==> src/rtl/ddr3_arbiter_pkg.sv <==
// Shared types, constants and width helpers for the two-port DDR3 request arbiter.
package ddr3_arbiter_pkg;

    typedef enum logic [1:0] {
        StIdle     = 2'd0,
        StIssue    = 2'd1,
        StWaitRead = 2'd2,
        StResp     = 2'd3
    } arb_state_e;

    localparam int unsigned NUM_PORTS                     = 2;
    localparam int unsigned PORT_IDX_W                    = $clog2(NUM_PORTS);
    localparam int unsigned DEFAULT_ADDRESS_BITWIDTH      = 15;
    localparam int unsigned DEFAULT_BANK_ADDRESS_BITWIDTH = 3;

    typedef logic [PORT_IDX_W-1:0] port_idx_t;

    // Requesters address the part as {bank, row/column}.
    function automatic int unsigned full_addr_width(input int unsigned bank_w,
                                                    input int unsigned addr_w);
        return bank_w + addr_w;
    endfunction

    // One spare bit so the read-wait counter can never wrap before the timeout compare.
    function automatic int unsigned timeout_cnt_width(input int unsigned timeout);
        return $clog2(timeout) + 1;
    endfunction

endpackage

==> src/rtl/round_robin_arbiter_2.sv <==
// Two-requester round-robin pick; the previous winner is held by the parent.
module round_robin_arbiter_2
    import ddr3_arbiter_pkg::*;
(
    input  logic [1:0] req,
    input  port_idx_t  last_grant,
    output logic       grant_valid,
    output port_idx_t  grant_idx
);

    always_comb begin
        grant_valid = |req;
        grant_idx   = 1'b0;
        unique case (req)
            2'b01:   grant_idx = 1'b0;
            2'b10:   grant_idx = 1'b1;
            2'b11:   grant_idx = ~last_grant;
            default: grant_idx = 1'b0;
        endcase
    end

endmodule

==> src/rtl/ddr3_request_arbiter.sv <==
// Two-port round-robin request sequencer in front of the DDR3 controller user interface.
// One command is in flight at a time; its completion is routed back to the owning port.
module ddr3_request_arbiter
    import ddr3_arbiter_pkg::*;
#(
    parameter int unsigned ADDRESS_BITWIDTH      = DEFAULT_ADDRESS_BITWIDTH,
    parameter int unsigned BANK_ADDRESS_BITWIDTH = DEFAULT_BANK_ADDRESS_BITWIDTH,
    parameter int unsigned DQ_BITWIDTH           = 16,
    parameter int unsigned READ_TIMEOUT          = 1024,
    localparam int unsigned AW = full_addr_width(BANK_ADDRESS_BITWIDTH, ADDRESS_BITWIDTH)
) (
    input  logic                   clk,
    input  logic                   reset_n,

    input  logic                   p0_req_valid,
    output logic                   p0_req_ready,
    input  logic                   p0_req_write,
    input  logic [AW-1:0]          p0_req_address,
    input  logic [DQ_BITWIDTH-1:0] p0_req_wdata,
    output logic                   p0_rsp_valid,
    output logic [DQ_BITWIDTH-1:0] p0_rsp_rdata,
    output logic                   p0_rsp_error,

    input  logic                   p1_req_valid,
    output logic                   p1_req_ready,
    input  logic                   p1_req_write,
    input  logic [AW-1:0]          p1_req_address,
    input  logic [DQ_BITWIDTH-1:0] p1_req_wdata,
    output logic                   p1_rsp_valid,
    output logic [DQ_BITWIDTH-1:0] p1_rsp_rdata,
    output logic                   p1_rsp_error,

    output logic                   write_enable,
    output logic                   read_enable,
    output logic [AW-1:0]          i_user_data_address,
    output logic [DQ_BITWIDTH-1:0] i_user_data,
    input  logic                   ctrl_ready,
    input  logic                   ctrl_read_valid,
    input  logic [DQ_BITWIDTH-1:0] o_user_data
);

    localparam int unsigned    CW           = timeout_cnt_width(READ_TIMEOUT);
    localparam logic [CW-1:0] TIMEOUT_LAST = CW'(READ_TIMEOUT - 1);
    localparam logic [CW-1:0] CNT_ONE      = CW'(1);

    arb_state_e             r_state;
    arb_state_e             w_state_next;
    logic [CW-1:0]          r_count;
    logic [CW-1:0]          w_count_next;
    logic [DQ_BITWIDTH-1:0] r_rdata;
    logic [DQ_BITWIDTH-1:0] w_rdata_next;
    logic                   r_error;
    logic                   w_error_next;

    port_idx_t              r_last_grant;
    port_idx_t              r_port;
    logic                   r_write;
    logic [AW-1:0]          r_addr;
    logic [DQ_BITWIDTH-1:0] r_wdata;

    logic                   w_grant_valid;
    port_idx_t              w_grant_idx;
    logic                   w_accept;
    logic                   w_sel_write;
    logic [AW-1:0]          w_sel_addr;
    logic [DQ_BITWIDTH-1:0] w_sel_wdata;
    logic                   w_resp;

    round_robin_arbiter_2 u_rr_arbiter (
        .req         ({p1_req_valid, p0_req_valid}),
        .last_grant  (r_last_grant),
        .grant_valid (w_grant_valid),
        .grant_idx   (w_grant_idx)
    );

    // reset_n gating keeps ready low during reset even before the first reset edge.
    assign w_accept     = reset_n & (r_state == StIdle) & w_grant_valid;
    assign p0_req_ready = w_accept & (w_grant_idx == 1'b0);
    assign p1_req_ready = w_accept & (w_grant_idx == 1'b1);

    always_comb begin
        w_sel_write = p0_req_write;
        w_sel_addr  = p0_req_address;
        w_sel_wdata = p0_req_wdata;
        if (w_grant_idx == 1'b1) begin
            w_sel_write = p1_req_write;
            w_sel_addr  = p1_req_address;
            w_sel_wdata = p1_req_wdata;
        end
    end

    always_ff @(posedge clk) begin
        if (!reset_n) begin
            r_last_grant <= 1'b1;
            r_port       <= 1'b0;
            r_write      <= 1'b0;
            r_addr       <= '0;
            r_wdata      <= '0;
        end else if (w_accept) begin
            r_last_grant <= w_grant_idx;
            r_port       <= w_grant_idx;
            r_write      <= w_sel_write;
            r_addr       <= w_sel_addr;
            r_wdata      <= w_sel_wdata;
        end
    end

    always_ff @(posedge clk) begin
        if (!reset_n) begin
            r_state <= StIdle;
            r_count <= '0;
            r_rdata <= '0;
            r_error <= 1'b0;
        end else begin
            r_state <= w_state_next;
            r_count <= w_count_next;
            r_rdata <= w_rdata_next;
            r_error <= w_error_next;
        end
    end

    always_comb begin
        w_state_next = r_state;
        w_count_next = r_count;
        w_rdata_next = r_rdata;
        w_error_next = r_error;
        unique case (r_state)
            StIdle: begin
                if (w_accept) begin
                    w_state_next = StIssue;
                end
            end
            StIssue: begin
                if (ctrl_ready) begin
                    w_state_next = r_write ? StResp : StWaitRead;
                    w_count_next = '0;
                    w_rdata_next = '0;
                    w_error_next = 1'b0;
                end
            end
            StWaitRead: begin
                // Data arriving on the last allowed cycle still beats the timeout.
                if (ctrl_read_valid) begin
                    w_state_next = StResp;
                    w_rdata_next = o_user_data;
                    w_error_next = 1'b0;
                end else if (r_count == TIMEOUT_LAST) begin
                    w_state_next = StResp;
                    w_rdata_next = '0;
                    w_error_next = 1'b1;
                end else begin
                    w_count_next = r_count + CNT_ONE;
                end
            end
            StResp: begin
                w_state_next = StIdle;
            end
            default: begin
                w_state_next = StIdle;
            end
        endcase
    end

    assign write_enable        = (r_state == StIssue) & r_write;
    assign read_enable         = (r_state == StIssue) & ~r_write;
    assign i_user_data_address = r_addr;
    assign i_user_data         = r_wdata;

    assign w_resp       = reset_n & (r_state == StResp);
    assign p0_rsp_valid = w_resp & (r_port == 1'b0);
    assign p1_rsp_valid = w_resp & (r_port == 1'b1);
    assign p0_rsp_rdata = p0_rsp_valid ? r_rdata : '0;
    assign p1_rsp_rdata = p1_rsp_valid ? r_rdata : '0;
    assign p0_rsp_error = p0_rsp_valid & r_error;
    assign p1_rsp_error = p1_rsp_valid & r_error;

endmodule

==> config.mk <==
export PLATFORM = sky130hd
export DESIGN_NAME = ddr3_request_arbiter
export DESIGN_NICKNAME = d
export VERILOG_FILES = /design/src/rtl/ddr3_arbiter_pkg.sv /design/src/rtl/round_robin_arbiter_2.sv /design/src/rtl/ddr3_request_arbiter.sv
export SDC_FILE = /design/constraint.sdc
export NUM_CORES = 1
export LEC_CHECK = 0
export ABC_CLOCK_PERIOD_IN_PS = 6200
export CORE_MARGIN = 3
export CORE_UTILIZATION = 30
export CTS_CLUSTER_SIZE = 16
export DETAILED_ROUTE_END_ITERATION = 8
export PLACE_DENSITY = 0.72
export SYNTH_ARGS = -nofsm -noshare
export SYNTH_HDL_FRONTEND = slang
export SYNTH_SLANG_ARGS = --single-unit
==> constraint.sdc <==
create_clock -name clk -period 6.2 [get_ports clk]
set_input_delay 0.62 -clock clk [delete_from_list [all_inputs] [get_ports clk]]
set_output_delay 0.62 -clock clk [all_outputs]
set_load 0.005 [all_outputs]
==> results of run 1 <==
[worst max-delay path: stages]
cell,delay (ps)
buf_2,390
nand2_1,100
nor2_1,720
and2_1,230
clkdlybuf4s50_1,510
[cell usage in the layout, fill, tap and decap left out, types with 2 or more instances in the layout]
cell type and n:
nand2_1 79, nand3b_1 2, and2_1 36, buf_4 3
nor2_1 4, bufinv_16 2, o221a_2 2, o31ai_1 3
dfxtp_1 67, o21ai_0 7, clkbuf_16 9, nand4_1 3
o211a_1 35, and3_1 7, mux2i_1 55, a21boi_0 2
inv_1 4, nor2b_1 2, clkdlybuf4s50_1 164, a21oi_1 6
or4_1 5, or3_1 3, nand3_1 7, nand2b_1 4
clkbuf_1 3, nor3_1 2, ha_1 6
[final timing paths]
path	startpoint	to	slack (ps)
max	reset_n	p0_rsp_rdata[2]	2990
min	r_rdata[3]	r_rdata[3]	470
max reg2reg	r_state[0]	r_rdata[4]	3620
min reg2reg	r_rdata[3]	r_rdata[3]	470
[report_power, final]
| group | switching (mW) | internal (mW) | leakage, nW |
|---|---|---|---|
| sequential | 0.0624 | 0.539 | 0.550 |
| clock | 0.172 | 0.361 | 0.150 |
| combinational | 0.328 | 0.389 | 1.75 |
[routing by layer]
metal	share of wire (%)	track usage, %	wire length [µm]
met5	0	0	0
met3	8.0	4.83	756
met1	41	16.9	3850
met4	1.3	5.45	124
met2	50	24.9	4760
[state kept, by name, indices dropped and copies added (netlist names)]
name	flops
r_port	1
r_write	1
r_error	1
r_count	11
i_user_data	16
i_user_data_address	18
r_last_grant	1
r_rdata	16
r_state	2
[cell families (layout without fill, tap and decap cells)]
logic type                 Yosys count  count (layout)  share of synthesized area [%]
AOI/OAI and AO/OA                   64              64                           15.8
adders and majority gates            6               6                           2.16
buffers and inverters               32             187                           4.31
DFF                                 67              67                           38.5
muxes                               55              55                           15.8
and+or+nand+nor                    160             160                           23.4
[cell type report]
type,count,area (µm²)
clock inverters,2,60.1
flip-flops and latches,67,1340
well taps,140,175
inverters,4,15.0
fillers,1045,5570
repair buffers,168,1670
clock buffers,13,250
multi-input cells,285,2000
==> metrics, run 1 <==
DR vias 3279; number of synthesized flops with an enable pin 0; Clock Skews around 4.3 ps; dominant cell type by area after synthesis dfxtp_1; top-area cell type share of the netlist area around two fifths; syn_nets between 400 and 500; Layout area overhead 58.4%; startpoint types primary input; dpl cell area ~0.0052 mm²; post-route cell area between 0.005 and 0.006 mm²; Initial DRT Pass Iterations 4; Max Slew Vio Count 0; share of layout cells above drive strength 1 between 4 and 5%; die height 114 µm; placed insts 664; fin crit share 51.7%; post-synthesis sequential element count between 60 and 70; initial core utilization approximately a third; first-pass GRT wire length approximately 15000 µm; Setup WS post-layout ~3000 ps; Final Util 49.8%; CP Max Fanout 26; Max Cap Violations 0; Hold WC Path Type reg -> reg; vias per inst between 4 and 5; drt wl/cell between 10 and 15 µm; CTS clk-pin slew, worst paths roughly 50 ps; Final ANT Viol Nets 0; setup violators final 0; synth top area cells dfxtp_1 39%, mux2i_1 16%, o211a_1 10%; final wirelength between 9000 and 10000 µm; Yosys warnings 0; worst path required time 5580 ps; leading cell types by count after synthesis 79 x nand2_1, 67 x dfxtp_1, 55 x mux2i_1; worst rel slew slack a little under two fifths; TNS Setup 0 ps; worst hold path stage count 2; CTS tree built; pwr dens around 340 mW/mm²; Most used DFF post-synth dfxtp_1; mapped cell area 0.00348 mm²; port buffer count approximately 170; largest net degree at the start of global routing 45; Final Power approximately 1.9 mW; H-tree levels 3; leakage 2.45 nW; # DRC 0; fin cells a little under 700; Critical Path Sink Type output pin; vias in the first global route roughly 3.3k; cts repair resizes 0; final hold viol count 0; Clock Tree Root clkbuf_16; Post-synth ARST share 0%; most numerous cell in the Yosys netlist nand2_1; # Post-CTS Setup Buffers 0; n_diodes 0; peak supply drop 0.182 mV; hold_ws roughly 470 ps; GPL Wtd Cong between 0.8 and 0.9; TritonCTS Buffers 9; Unique masters post-synth just over 40; TritonCTS Sinks 67; GRT Residual Overflow 0; status finished clean; Post-Syn Area per Cell around 9.1 µm²; clk buf depth 2; Post-Synthesis Cells approximately 380; die area approximately 0.013 mm²; GR Util All Layers roughly 15%; pre-CTS setup slack around 2900 ps; RSZ-0062 raised after global routing no; Die W about 110 µm; dpl hpwl 7120 µm; kind of critical path in -> out; I/O pins around 170; Final Critical Period approximately 3200 ps; core area 0.0111 mm²; Clk Latency, worst-skew pair 320 ps; Slew @ Worst Pin roughly 940 ps; hold buffer count at cts 0; nets@finish 633; Initial DRC Count 96; Seq/Total Area, Yosys between 30% and 40%; initial antenna violation count 0; Site Rows 38; CP arrival approximately 2600 ps; Register-to-Register Path Depth 6; f_max 312 MHz
Power figures use the tool's default switching activity.
==> inputs of run 2 (changes only) <==
--- a/config.mk
+++ b/config.mk
@@ -5,7 +5,7 @@
 export SDC_FILE = /design/constraint.sdc
 export NUM_CORES = 1
 export LEC_CHECK = 0
-export ABC_CLOCK_PERIOD_IN_PS = 6200
+export ABC_CLOCK_PERIOD_IN_PS = 3280
 export CORE_MARGIN = 3
 export CORE_UTILIZATION = 30
 export CTS_CLUSTER_SIZE = 16
==> constraint.sdc (replaced) <==
create_clock -name clk -period 3.28 [get_ports clk]
set_input_delay 0.328 -clock clk [delete_from_list [all_inputs] [get_ports clk]]
set_output_delay 0.328 -clock clk [all_outputs]
set_load 0.005 [all_outputs]
==> run 2 against run 1 <==
  * Routed wire length increased by 2.7%
  * Flip-flop and latch count unchanged
  * Power rose by 82%
  * Setup slack worse by 2300 ps
  * Register-to-register slack worse by 2600 ps
  * Die area unchanged
  * Sequential share of layout area is essentially flat
  * Cell area decreased by 0.20%
  * Global-route usage is 0.50 points higher
==> metrics, run 2 (same netlist as run 1, synthesis figures left out) <==
hold_ws 317 ps (-152 ps); Initial DRC Count 85 (-11%); DR vias 3307 (+0.85%); Initial DRT Pass Iterations 4 (unchanged); peak supply drop 0.271 mV (+49%); kind of critical path reg -> out; commonest non-fill, non-tap cell in the layout clkdlybuf4s50_1; fin cells 684 (+0.74%); TNS Setup 0 ps (unchanged); sequential power share 33.7% (+1.2 points); dpl hpwl 7470 µm (+5.0%); Internal Pwr Total 2.29 mW (+78%); initial antenna violation count 0 (unchanged); H-tree levels 3 (unchanged); register area 0.00134 mm² (unchanged); worst path required time 2950 ps (-2630 ps); nets@finish 638 (+0.79%); Max Slew Vio Count 0 (unchanged); worst rel slew slack 61.1% (+24 points); P_sw 1.07 mW (+90%); Clock Skews 3.35 ps (-0.917 ps); # Post-CTS Setup Buffers 0 (unchanged); status finished clean; share of layout cells above drive strength 1 5.15% (+1.1 points); Setup WS post-layout 716 ps (-2280 ps); CTS clk-pin slew, worst paths 50 ps (about the same); I/O pins 166 (unchanged); Max Cap Violations 0 (unchanged); post-route cell area 0.00550 mm² (-0.20%); Clock Tree Root clkbuf_16; Slew @ Worst Pin 578 ps (-363 ps); fin crit share approximately 78%; setup violators final 0 (unchanged); placed insts 669 (+0.75%); Layout area overhead 58.1%; met2 usage 25.2% (+0.31 points); Clk pwr share 25.3% (-3.5 points); GPL Wtd Cong 0.854 (+6.5%); initial core utilization 31.4% (unchanged); GRT Residual Overflow 0 (unchanged); largest net degree at the start of global routing 48 (+6.7%); Die W 114 µm (unchanged); die height 114 µm (unchanged); Final ANT Viol Nets 0 (unchanged); vias in the first global route 3325 (+1.2%); fill count 1055 (+0.96%); Final Power 3.36 mW (+82%); met1 usage 17.9% (+1.0 points); Multi-input gate area 0.00200 mm² (unchanged); global route hottest layer met2; Site Rows 38 (unchanged); leakage 2.45 nW (+0.28%); first-pass GRT wire length 15800 µm (+2.2%); routing usage on met3 4.99% (+0.16 points); port buffer count 165 (unchanged); vias per inst 4.83 (+0.12%); core area 0.0111 mm² (unchanged); hold buffer count at cts 0 (unchanged); switching share of total power 31.8% (+1.4 points); startpoint types flip-flop; n_diodes 0 (unchanged); final hold viol count 0 (unchanged); Final Critical Period approximately 2600 ps; CP Max Fanout 11 (-58%); drt wl/cell 14.3 µm (+2.0%); Critical Path Sink Type output pin; dpl cell area 0.00524 mm² (+0.72%); CP arrival 2240 ps (-350 ps); # DRC 0 (unchanged); clk buf depth 2 (unchanged); CTS tree built; most frequent cells in the layout 164 x clkdlybuf4s50_1, 79 x nand2_1, 67 x dfxtp_1; cts repair resizes 0 (unchanged); Clk Latency, worst-skew pair 320 ps (about the same); GR Util All Layers 15.1% (+0.50 points); TritonCTS Sinks 67 (unchanged); RSZ-0062 raised after global routing no; Combinational Power Share 41.0% (+2.3 points); die area 0.0129 mm² (unchanged); Final Util 49.6% (-0.10 points); max reg flops 18 (unchanged); pre-CTS setup slack 1030 ps (-1900 ps); pwr dens 612 mW/mm² (+82%); TritonCTS Buffers 9 (unchanged); final wirelength 9760 µm (+2.7%); Hold WC Path Type in -> reg; f_max roughly 390 MHz
## run 2: power groups by stage
stage	Clock, mW	Sequential (mW)	Combinational, mW
2_1_floorplan	0	1.15	0.794
3_3_place_gp	0	1.14	1.36
3_5_place_dp	0	1.15	1.40
4_1_cts	0.881	1.13	1.40
5_1_grt	0.916	1.16	1.52
6_report	0.851	1.13	1.38
## run 2: cell type report
| class | count | share of cell area (%) |
|---|---|---|
| Clock buffer | 12 | 4.48 |
| Clock inverter | 3 | 0.273 |
| Inverter | 4 | 0.273 |
| Multi-Input combinational cell | 285 | 36.4 |
| Sequential cell | 67 | 24.4 |
| Tap cell | 140 | 3.18 |
| Timing Repair Buffer | 173 | 31.0 |
## run 2: metal layers
metal,vias up,share of wire [%]
met5,-,0
met4,0,1.8
met3,11,8.5
met2,111,48
met1,1520,41
li1,1665,-
## run 2: final timing paths
path / from / end / slack (ps) / cells after the start
worst max-delay path: r_state[0] / p0_rsp_rdata[4] / 720 / 6
worst max register to register: r_state[0] / r_count[10] / 1020 / 6
worst min-delay path: reset_n / r_state[0] / 320 / 2
worst min register to register: r_rdata[1] / r_rdata[1] / 470 / 2
## run 2: worst max-delay path, stage by stage, from the launching register on
cell	delay (ps)
dfxtp_1	400
ha_1	190
nand2_1	50
nor2_1	380
buf_4	250
and2_1	140
clkdlybuf4s50_1	500
==> inputs of run 3 (changes only) <==
--- a/config.mk
+++ b/config.mk
@@ -5,7 +5,7 @@
 export SDC_FILE = /design/constraint.sdc
 export NUM_CORES = 1
 export LEC_CHECK = 0
-export ABC_CLOCK_PERIOD_IN_PS = 3280
+export ABC_CLOCK_PERIOD_IN_PS = 2400
 export CORE_MARGIN = 3
 export CORE_UTILIZATION = 30
 export CTS_CLUSTER_SIZE = 16
==> constraint.sdc (replaced) <==
create_clock -name clk -period 2.4 [get_ports clk]
set_input_delay 0.24 -clock clk [delete_from_list [all_inputs] [get_ports clk]]
set_output_delay 0.24 -clock clk [all_outputs]
set_load 0.005 [all_outputs]
==> run 3 against run 2 <==
  * Register-to-register slack got worse by 890 ps
  * Utilization increased by 0.82 points
  * Largest power group unchanged
  * Setup slack got worse by 590 ps
  * Non-clock buffer count increased by 3
  * Final cell count increased by 0.58%
  * Highest routed layer unchanged
  * Clock power increased by 56%
  * Via count increased by 1.5%
  * Critical path depth unchanged
  * Global-route usage increased by 0.44 points
  * Flip-flop and latch count unchanged
  * Cell area increased by 1.7%
==> metrics, run 3 (same netlist as run 1, synthesis figures left out) <==
final wirelength 9870 µm (+1.2%); Final Critical Period around 2300 ps; Layout area overhead 60.7%; nets@finish 641 (+0.47%); TNS Setup 0 ps (unchanged); share of layout cells above drive strength 1 6.39% (+1.2 points); CP Max Fanout 10 (-1); Slew @ Worst Pin 633 ps (+54.3 ps); Site Rows 38 (unchanged); pwr dens 861 mW/mm² (+41%); die area 0.0129 mm² (unchanged); largest net degree at the start of global routing 64 (+33%); worst rel slew slack 57.5% (-3.6 points); Clock Skews 8.31 ps (+4.96 ps); GR Util All Layers 15.5% (+0.44 points); dpl hpwl 7450 µm (-0.30%); CP max-delay cell or4_1; f_max between 400 and 500 MHz; Initial DRT Pass Iterations 4 (unchanged); kind of critical path reg -> reg; worst hold path stage count 2 (unchanged); Hold WC Path Type in -> reg; max reg flops 18 (unchanged); most frequent cells in the layout 164 x clkdlybuf4s50_1, 79 x nand2_1, 67 x dfxtp_1; CTS tree built; Final ANT Viol Nets 0 (unchanged); port buffer count 165 (unchanged); DR vias 3356 (+1.5%); RSZ-0062 raised after global routing no; # DRC 0 (unchanged); leakage 2.49 nW (+1.7%); met2 usage 26.5% (+1.3 points); H-tree levels 3 (unchanged); startpoint types flip-flop; Max Slew Vio Count 0 (unchanged); crit path cell chain inv_1 -> ha_1 -> and2_1 -> or3_1 -> or4_1 -> and3_1; slowest stage delay, CP 500 ps (about the same); TritonCTS Sinks 67 (unchanged); # Post-CTS Setup Buffers 0 (unchanged); Critical Path Sink Type flip-flop; worst path required time 2620 ps (-330 ps); Initial DRC Count 105 (+24%); vias in the first global route 3437 (+3.4%); clk buf depth 2 (unchanged); CTS clk-pin slew, worst paths 60 ps (about the same); n_diodes 0 (unchanged); Register-to-Register Path Depth 6 (unchanged); die height 114 µm (unchanged); GRT Residual Overflow 0 (unchanged); status finished clean; core area 0.0111 mm² (unchanged); Max Cap Violations 0 (unchanged); fill count 1068 (+1.2%); global route hottest layer met2; Clock Tree Root clkbuf_16; GPL Wtd Cong 0.779 (-8.7%); routing usage on met3 5.04% (+0.053 points); CP arrival 2490 ps (+250 ps); I/O pins 166 (unchanged); vias per inst 4.88 (+0.89%); register area 0.00134 mm² (unchanged); initial core utilization 31.4% (unchanged); Die W 114 µm (unchanged); first-pass GRT wire length 16400 µm (+3.6%); setup violators final 0 (unchanged); met1 usage 18.6% (+0.76 points); initial antenna violation count 0 (unchanged); fin crit share ~95%; commonest non-fill, non-tap cell in the layout clkdlybuf4s50_1; peak supply drop 0.444 mV (+64%); final hold viol count 0 (unchanged); Final Util 50.5% (+0.82 points); drt wl/cell 14.3 µm (+0.58%); TritonCTS Buffers 9 (unchanged); Clk Latency, worst-skew pair 330 ps (about the same); Multi-input gate area 0.00200 mm² (about the same)
-- run 3: cell count changes in the layout (fill, tap and decap cells not counted) --
cell / change
and3_1: -1
and3_2: +1
buf_12: +2
buf_4: +1
bufinv_16: +1
clkbuf_1: -2
clkinv_2: -1
clkinv_4: +2
clkinvlp_4: +1
-- run 3: final cells by class --
| type | instances | area share (%) |
|---|---|---|
| multi-input cells | 285 | 35.8 |
| repair buffers | 176 | 31.4 |
| flip-flops and latches | 67 | 24.0 |
| clock buffers | 10 | 4.27 |
| well taps | 140 | 3.13 |
| clock inverters | 6 | 1.16 |
| inverters | 4 | 0.269 |
-- run 3: what timing repair did --
| item | CTS | global route |
|---|---|---|
| resized for setup | 1 | 0 |
| hold buffers | 0 | 0 |
| setup endpoints to repair | 2 | 0 |
-- run 3: where the power goes --
group | internal, mW | total (mW) | switching [mW] | leakage, nW
Sequential | 1.39 | 1.55 | 0.161 | 0.550
Clock | 0.832 | 1.33 | 0.496 | 0.148
Combinational | 1.08 | 1.94 | 0.859 | 1.80
Total | 3.30 | 4.81 | 1.52 | 2.49
-- run 3: per-layer routing --
metal | vias to the layer above | wire [µm]
met5 | - | 0
met2 | 110 | 4800
met1 | 1571 | 4290
met4 | 0 | 87
li1 | 1668 | -
met3 | 7 | 697
-- run 3: path summary, 6_finish.rpt --
check	start	end	slack, ps
max	r_state[0]	r_count[10]	130
min	reset_n	r_error	250
max reg2reg	r_state[0]	r_count[10]	130
min reg2reg	r_rdata[15]	r_rdata[15]	470
-- run 3: worst max-delay path, delay by kind of cell, from the launching register on --
| family | cells | cell delay [ps] |
|---|---|---|
| buffers and inverters | 1 | 110 |
| DFF | 1 | 380 |
| and+or+nand+nor | 4 | 1360 |
| adders and majority gates | 1 | 310 |
-- run 3: metrics by stage --
step           hold WS [ps]  setup slack, ps  instances  cell area [µm²]  total power [mW]
2_1_floorplan           379              319        384             3480              2.66
3_3_place_gp            449              254        672             5290              3.47
3_5_place_dp            463              170        672             5290              3.53
4_1_cts                 239              153        688             5590              4.88
5_1_grt                 253             44.7        688             5590              5.14
6_report                250              130        688             5590              4.81
